### src/rtl/seg7_pkg.sv
// Shared 7-segment definitions: segment type, digit patterns, decoder.
// Segment order is {a,b,c,d,e,f,g}, 1 = lit, before any polarity flip.
package seg7_pkg;

  typedef logic [6:0] seg7_t;

  localparam seg7_t SEG_0     = 7'b1111110;
  localparam seg7_t SEG_1     = 7'b0110000;
  localparam seg7_t SEG_2     = 7'b1101101;
  localparam seg7_t SEG_3     = 7'b1111001;
  localparam seg7_t SEG_4     = 7'b0110011;
  localparam seg7_t SEG_5     = 7'b1011011;
  localparam seg7_t SEG_6     = 7'b1011111;
  localparam seg7_t SEG_7     = 7'b1110000;
  localparam seg7_t SEG_8     = 7'b1111111;
  localparam seg7_t SEG_9     = 7'b1111011;
  localparam seg7_t SEG_BLANK = 7'b0000000;

  function automatic seg7_t seg7_decode(input logic [3:0] bcd);
    seg7_t s;
    case (bcd)
      4'd0:    s = SEG_0;
      4'd1:    s = SEG_1;
      4'd2:    s = SEG_2;
      4'd3:    s = SEG_3;
      4'd4:    s = SEG_4;
      4'd5:    s = SEG_5;
      4'd6:    s = SEG_6;
      4'd7:    s = SEG_7;
      4'd8:    s = SEG_8;
      4'd9:    s = SEG_9;
      default: s = SEG_BLANK;
    endcase
    return s;
  endfunction

endpackage

### src/rtl/seg7_digit_decode.sv
// Combinational BCD to 7-segment decoder with a forced-blank input.
// Ports: bcd (4b code), blank (1 = dark), seg ({a..g}, 1 = lit).
module seg7_digit_decode
  import seg7_pkg::*;
(
  input  logic [3:0] bcd,
  input  logic       blank,
  output logic [6:0] seg
);

  assign seg = blank ? SEG_BLANK : seg7_decode(bcd);

endmodule

### src/rtl/seg7_scan_driver.sv
// Time-multiplexed multi-digit 7-segment driver with blanking features.
// Ports: clk, rst_n (async low), bcd_in/dp_in/load (shadow capture),
// enable (scan on), seg/dp/an (registered pins), digit_idx (scan index).
module seg7_scan_driver
  import seg7_pkg::*;
#(
  parameter int NUM_DIGITS     = 4,
  parameter int PRESCALE       = 50000,
  parameter int SEG_ACTIVE_LOW = 0,
  parameter int AN_ACTIVE_LOW  = 0,
  parameter int BLANK_LZ       = 1,
  localparam int IDX_W =
    (NUM_DIGITS > 1) ? $clog2(NUM_DIGITS) : 1
) (
  input  logic                    clk,
  input  logic                    rst_n,
  input  logic [4*NUM_DIGITS-1:0] bcd_in,
  input  logic [NUM_DIGITS-1:0]   dp_in,
  input  logic                    load,
  input  logic                    enable,
  output logic [6:0]              seg,
  output logic                    dp,
  output logic [NUM_DIGITS-1:0]   an,
  output logic [IDX_W-1:0]        digit_idx
);

  localparam int PRE_W = $clog2(PRESCALE);
  localparam logic SEG_INV = (SEG_ACTIVE_LOW != 0);
  localparam logic AN_INV = (AN_ACTIVE_LOW != 0);
  localparam logic LZ_EN = (BLANK_LZ != 0);
  localparam logic [PRE_W-1:0] PRE_LAST =
    PRE_W'(PRESCALE - 1);
  localparam logic [IDX_W-1:0] IDX_LAST =
    IDX_W'(NUM_DIGITS - 1);

  logic [4*NUM_DIGITS-1:0] bcd_q;
  logic [NUM_DIGITS-1:0]   dpr_q;
  logic [PRE_W-1:0]        presc;

  logic [NUM_DIGITS-1:0]   lz;
  logic [3:0]              sel_bcd;
  logic                    sel_dp;
  logic                    sel_blank;
  logic [NUM_DIGITS-1:0]   sel_an;
  logic [6:0]              dec_seg;
  logic                    lit;
  logic [6:0]              seg_n;
  logic                    dp_n;
  logic [NUM_DIGITS-1:0]   an_n;

  always_ff @(posedge clk or negedge rst_n) begin
    if (!rst_n) begin
      bcd_q <= '0;
      dpr_q <= '0;
    end else if (load) begin
      bcd_q <= bcd_in;
      dpr_q <= dp_in;
    end
  end

  always_ff @(posedge clk or negedge rst_n) begin
    if (!rst_n) begin
      presc     <= '0;
      digit_idx <= '0;
    end else if (!enable) begin
      presc     <= '0;
      digit_idx <= '0;
    end else if (presc == PRE_LAST) begin
      presc     <= '0;
      digit_idx <= (digit_idx == IDX_LAST) ?
                   '0 : digit_idx + 1'b1;
    end else begin
      presc <= presc + 1'b1;
    end
  end

  // Walk from the MSD down; a digit is a leading zero while
  // everything above it (and itself) is code 0. Digit 0 never blanks.
  always_comb begin
    logic za;
    lz = '0;
    za = 1'b1;
    for (int i = NUM_DIGITS - 1; i >= 0; i--) begin
      if (bcd_q[4*i +: 4] != 4'd0)
        za = 1'b0;
      lz[i] = za && (i != 0);
    end
  end

  always_comb begin
    sel_bcd   = '0;
    sel_dp    = 1'b0;
    sel_blank = 1'b0;
    sel_an    = '0;
    for (int i = 0; i < NUM_DIGITS; i++) begin
      if (digit_idx == IDX_W'(i)) begin
        sel_bcd   = bcd_q[4*i +: 4];
        sel_dp    = dpr_q[i];
        sel_blank = lz[i] && LZ_EN;
        sel_an[i] = 1'b1;
      end
    end
  end

  seg7_digit_decode u_dec (
    .bcd   (sel_bcd),
    .blank (sel_blank),
    .seg   (dec_seg)
  );

  // Count 0 of each slot is the anti-ghosting dark cycle.
  assign lit   = enable && (presc != '0);
  assign seg_n = lit ? dec_seg : SEG_BLANK;
  assign dp_n  = lit && sel_dp;
  assign an_n  = lit ? sel_an : '0;

  always_ff @(posedge clk or negedge rst_n) begin
    if (!rst_n) begin
      seg <= {7{SEG_INV}};
      dp  <= SEG_INV;
      an  <= {NUM_DIGITS{AN_INV}};
    end else begin
      seg <= seg_n ^ {7{SEG_INV}};
      dp  <= dp_n ^ SEG_INV;
      an  <= an_n ^ {NUM_DIGITS{AN_INV}};
    end
  end

endmodule

### config.mk
export PLATFORM = sky130hd
export DESIGN_NAME = seg7_scan_driver
export DESIGN_NICKNAME = d
export VERILOG_FILES = /design/src/rtl/seg7_pkg.sv /design/src/rtl/seg7_digit_decode.sv /design/src/rtl/seg7_scan_driver.sv
export SDC_FILE = /design/constraint.sdc
export NUM_CORES = 1
export LEC_CHECK = 0
export BUFFER_PORTS_ARGS = -buffer_cell sky130_fd_sc_hd__buf_2
export CAP_MARGIN = 10
export CORE_ASPECT_RATIO = 0.8
export CORE_MARGIN = 4
export CORE_UTILIZATION = 35
export DETAILED_ROUTE_END_ITERATION = 8
export PLACE_DENSITY_LB_ADDON = 0.05
export RECOVER_POWER = 25
export SYNTH_ARGS = -nofsm -noshare
export SYNTH_HDL_FRONTEND = slang
export SYNTH_SLANG_ARGS = --single-unit
### constraint.sdc
create_clock -name clk -period 7.35 [get_ports clk]
set_clock_uncertainty 0.2 [all_clocks]
set_input_delay 0 -clock clk [delete_from_list [all_inputs] [get_ports clk]]
set_output_delay 0 -clock clk [all_outputs]
set_load 0.05 [all_outputs]
==> results.yml <==
die:
  start_util: 0.3711
  fp.dieH_um: 82.66
  die_area_mm2: 0.008376
  rows: 26
  io_pins: 38
  dieWidth_um: 101.3
  core_mm2: 0.006571
layout:
  multiInputGateArea_mm2: 0.001125
  antenna_cells: 0
  fin_area_mm2: 0.003019
  ff_latch_area_mm2: 0.001251
  n_fill_cell: 654
  drive_above_1_share: 0.2448
  fin_nets: 320
  synthToLayoutAreaGrowth_pct: 23.81
sta:
  maxClockFrequency_ghz: 0.3466
  fin_crit_ns: 2.885
  max_slew_margin: -0.7722
  fin_crit_sh: 0.3925
  hold_violations: 0
  rsz0062_at_grt: "no"
  drv_slew: 51
  tightest_slew_ns: 2.658
  setup_violations: 0
  fin_setup_tns_ns: 0
grt:
  grt_pass1_vias: 1729
  grt_start_max_net_pins: 51
  grt_pass1_wl_um: 8763
  grtUsageTotal: 0.1351
  antenna_found_initial: 0
  gr-total-overflow: 0
power:
  internal_power_w: 0.0004066
  power_leakage_nw: 1.385
  clock_power_share: 0.298
  switching_share: 0.2736
  ir_drop_v: 0.00008836
  pwr-share-comb: 0.161
  seq_power_share: 0.541
  p_switching_w: 0.0001531
  power_density_mw_per_mm2: 185.4
place:
  portBuffers: 37
  place_hpwl_um: 3692
  globalplace.congestion: 0.7554
  place_area_mm2: 0.002711
clocking:
  h-tree-depth: 2
  cts_root_buf: "clkbuf_8"
  clkTransAtPathRegs_ns: 0.09
  cts_setup_buffers: 0
  cts_tree: "yes"
  cts_hold_buf: 22
  insertion_delay_ns: 0.30
  cts.repair.resized: 0
  clock_path_buffers: 2
  cts_sinks: 50
  numCtsBuffers: 5
drt:
  route.detailed.drc: 0
  postRouteAntennaNets: 0
  drt_pass1_iterations: 4
  first_iter_violations: 66
  wl_um: 5321
  vias: 1787
  wl_per_cell_um: 14.38
  avgViaCountPerCell: 4.830
yosys:
  synth-seq-cells: 50
  yosysTopAreaCell: "dfrtp_1"
  synth.distinct_cells: 46
  syn_area_per_cell_um2: 10.89
  synthTopCellsByCount: "50 x dfrtp_1, 21 x nor2_1, 20 x mux2_2, 20 x nand2_1, 11 x ha_1"
  syn_area_mm2: 0.002439
  ys_seq_area_frac: 0.5131
  ys_async_sr_fraction: 1.000
  yosysWarnings: 0
  synth_area_leaders: "dfrtp_1 51%, mux2_2 9.2%, ha_1 5.6%, nor2_1 3.2%, nand2_1 3.1%"
  syn_inst: 224
  synth_edf_count: 0
  synth_most_common_cell: "dfrtp_1"
  syn_nets: 259
  synth_top_area_share: 0.5131
  synthFlopType: "dfrtp_1"
outcome:
  violations: "capacitance limit, slew limit"
  status: "finished with violations"
run:
  maxCapViolations: 1
worst_setup_path:
  crit_arrival_ns: 2.53
  criticalPathCategory: "in2async"
  path_max_fanout: 50
  start_kind: "input pin"
  cp.required_ns: 7.00
  endpoint_kind: "asynchronous set/reset pin"
worst_hold_path:
  hold_path.class: "in2reg"
state kept, by name, indices dropped and copies added, names as in the netlist:
name       cells
bcd_q         16
presc         16
seg            7
an             4
dpr_q          4
digit_idx      2
dp             1
cell type report:
type	instances	area share
repair buffers	60	0.1355
multi-input cells	158	0.3726
clock buffers	7	0.02860
well taps	84	0.03481
flip-flops and latches	50	0.4144
inverters	10	0.01243
clock inverters	1	0.001658
through the flow:
stage          total power, W  utilization  worst slack, ns  instances  hold slack, ns
6_report            0.0005597       0.4594            4.465        370         0.05964
3_3_place_gp        0.0003915       0.4126            4.697        340        -0.03968
5_1_grt             0.0005881       0.4594            3.789        370         0.05851
2_1_floorplan       0.0003620            -            4.520        224         -0.4956
4_1_cts             0.0005671       0.4600            4.588        370         0.04760
3_5_place_dp        0.0003908       0.4126            4.625        340        -0.04499
final timing paths:
path	from	endpoint	slack, ns	cells after the start
max in group clk	digit_idx[0]$_DFFE_PN0P_	seg[2]$_DFF_PN0_	4.61	10
min	load	bcd_q[14]$_DFFE_PN0P_	0.06	2
max	rst_n	digit_idx[1]$_DFFE_PN0P_	4.46	3
min reg2reg	presc[0]$_DFF_PN0_	presc[0]$_DFF_PN0_	0.32	1
max reg2reg	digit_idx[0]$_DFFE_PN0P_	seg[2]$_DFF_PN0_	4.61	10
min in group asynchronous	rst_n	presc[10]$_DFF_PN0_	0.95	3
worst max-delay path: stages:
cell and delay [ns]:
dlygate4sd3_1 0.52, buf_2 0.09, clkbuf_1 1.87
layout by cell type, fill, tap and decap left out, drive strengths merged, types with 2 or more instances in the layout:
| cell | instances |
|---|---|
| or2 | 2 |
| nor3 | 5 |
| mux2 | 20 |
| clkbuf | 8 |
| nand4 | 2 |
| dfrtp | 50 |
| nand2 | 20 |
| nor2b | 5 |
| o21ai | 3 |
| buf | 37 |
| a221o | 2 |
| xnor2 | 8 |
| ha | 11 |
| dlygate4sd3 | 22 |
| nor2 | 21 |
| nand3b | 2 |
| nor4 | 5 |
| and2 | 5 |
| a21oi | 7 |
| nand3 | 8 |
| xor2 | 7 |
| nand2b | 3 |
| o221ai | 2 |
| and3 | 2 |
| inv | 10 |
logic make-up after synthesis:
| logic type | count (synthesis) | share of synthesized area |
|---|---|---|
| xor gates and xnor gates | 15 | 0.05388 |
| AOI/OAI and AO/OA | 26 | 0.07646 |
| muxes | 21 | 0.09646 |
| adders and majority gates | 11 | 0.05644 |
| and+or+nand+nor | 85 | 0.1780 |
| buffers and inverters | 16 | 0.02565 |
| DFF | 50 | 0.5131 |
routing by layer:
layer	part of all wire	wire, um	track usage
met5	0	0	0
met3	0.043	227	0.03023
met2	0.42	2227	0.1873
met1	0.53	2826	0.2101
met4	0.0073	39	0.03187
power by group through the flow:
stage | sequential, W | clock (W) | combinational (W)
5_1_grt | 0.000305 | 0.000183 | 0.000100
2_1_floorplan | 0.000321 | 0 | 0.0000411
4_1_cts | 0.000303 | 0.000173 | 0.0000915
3_3_place_gp | 0.000309 | 0 | 0.0000823
6_report | 0.000303 | 0.000167 | 0.0000900
3_5_place_dp | 0.000308 | 0 | 0.0000824
Note: power is estimated with default switching activity, not from simulation.
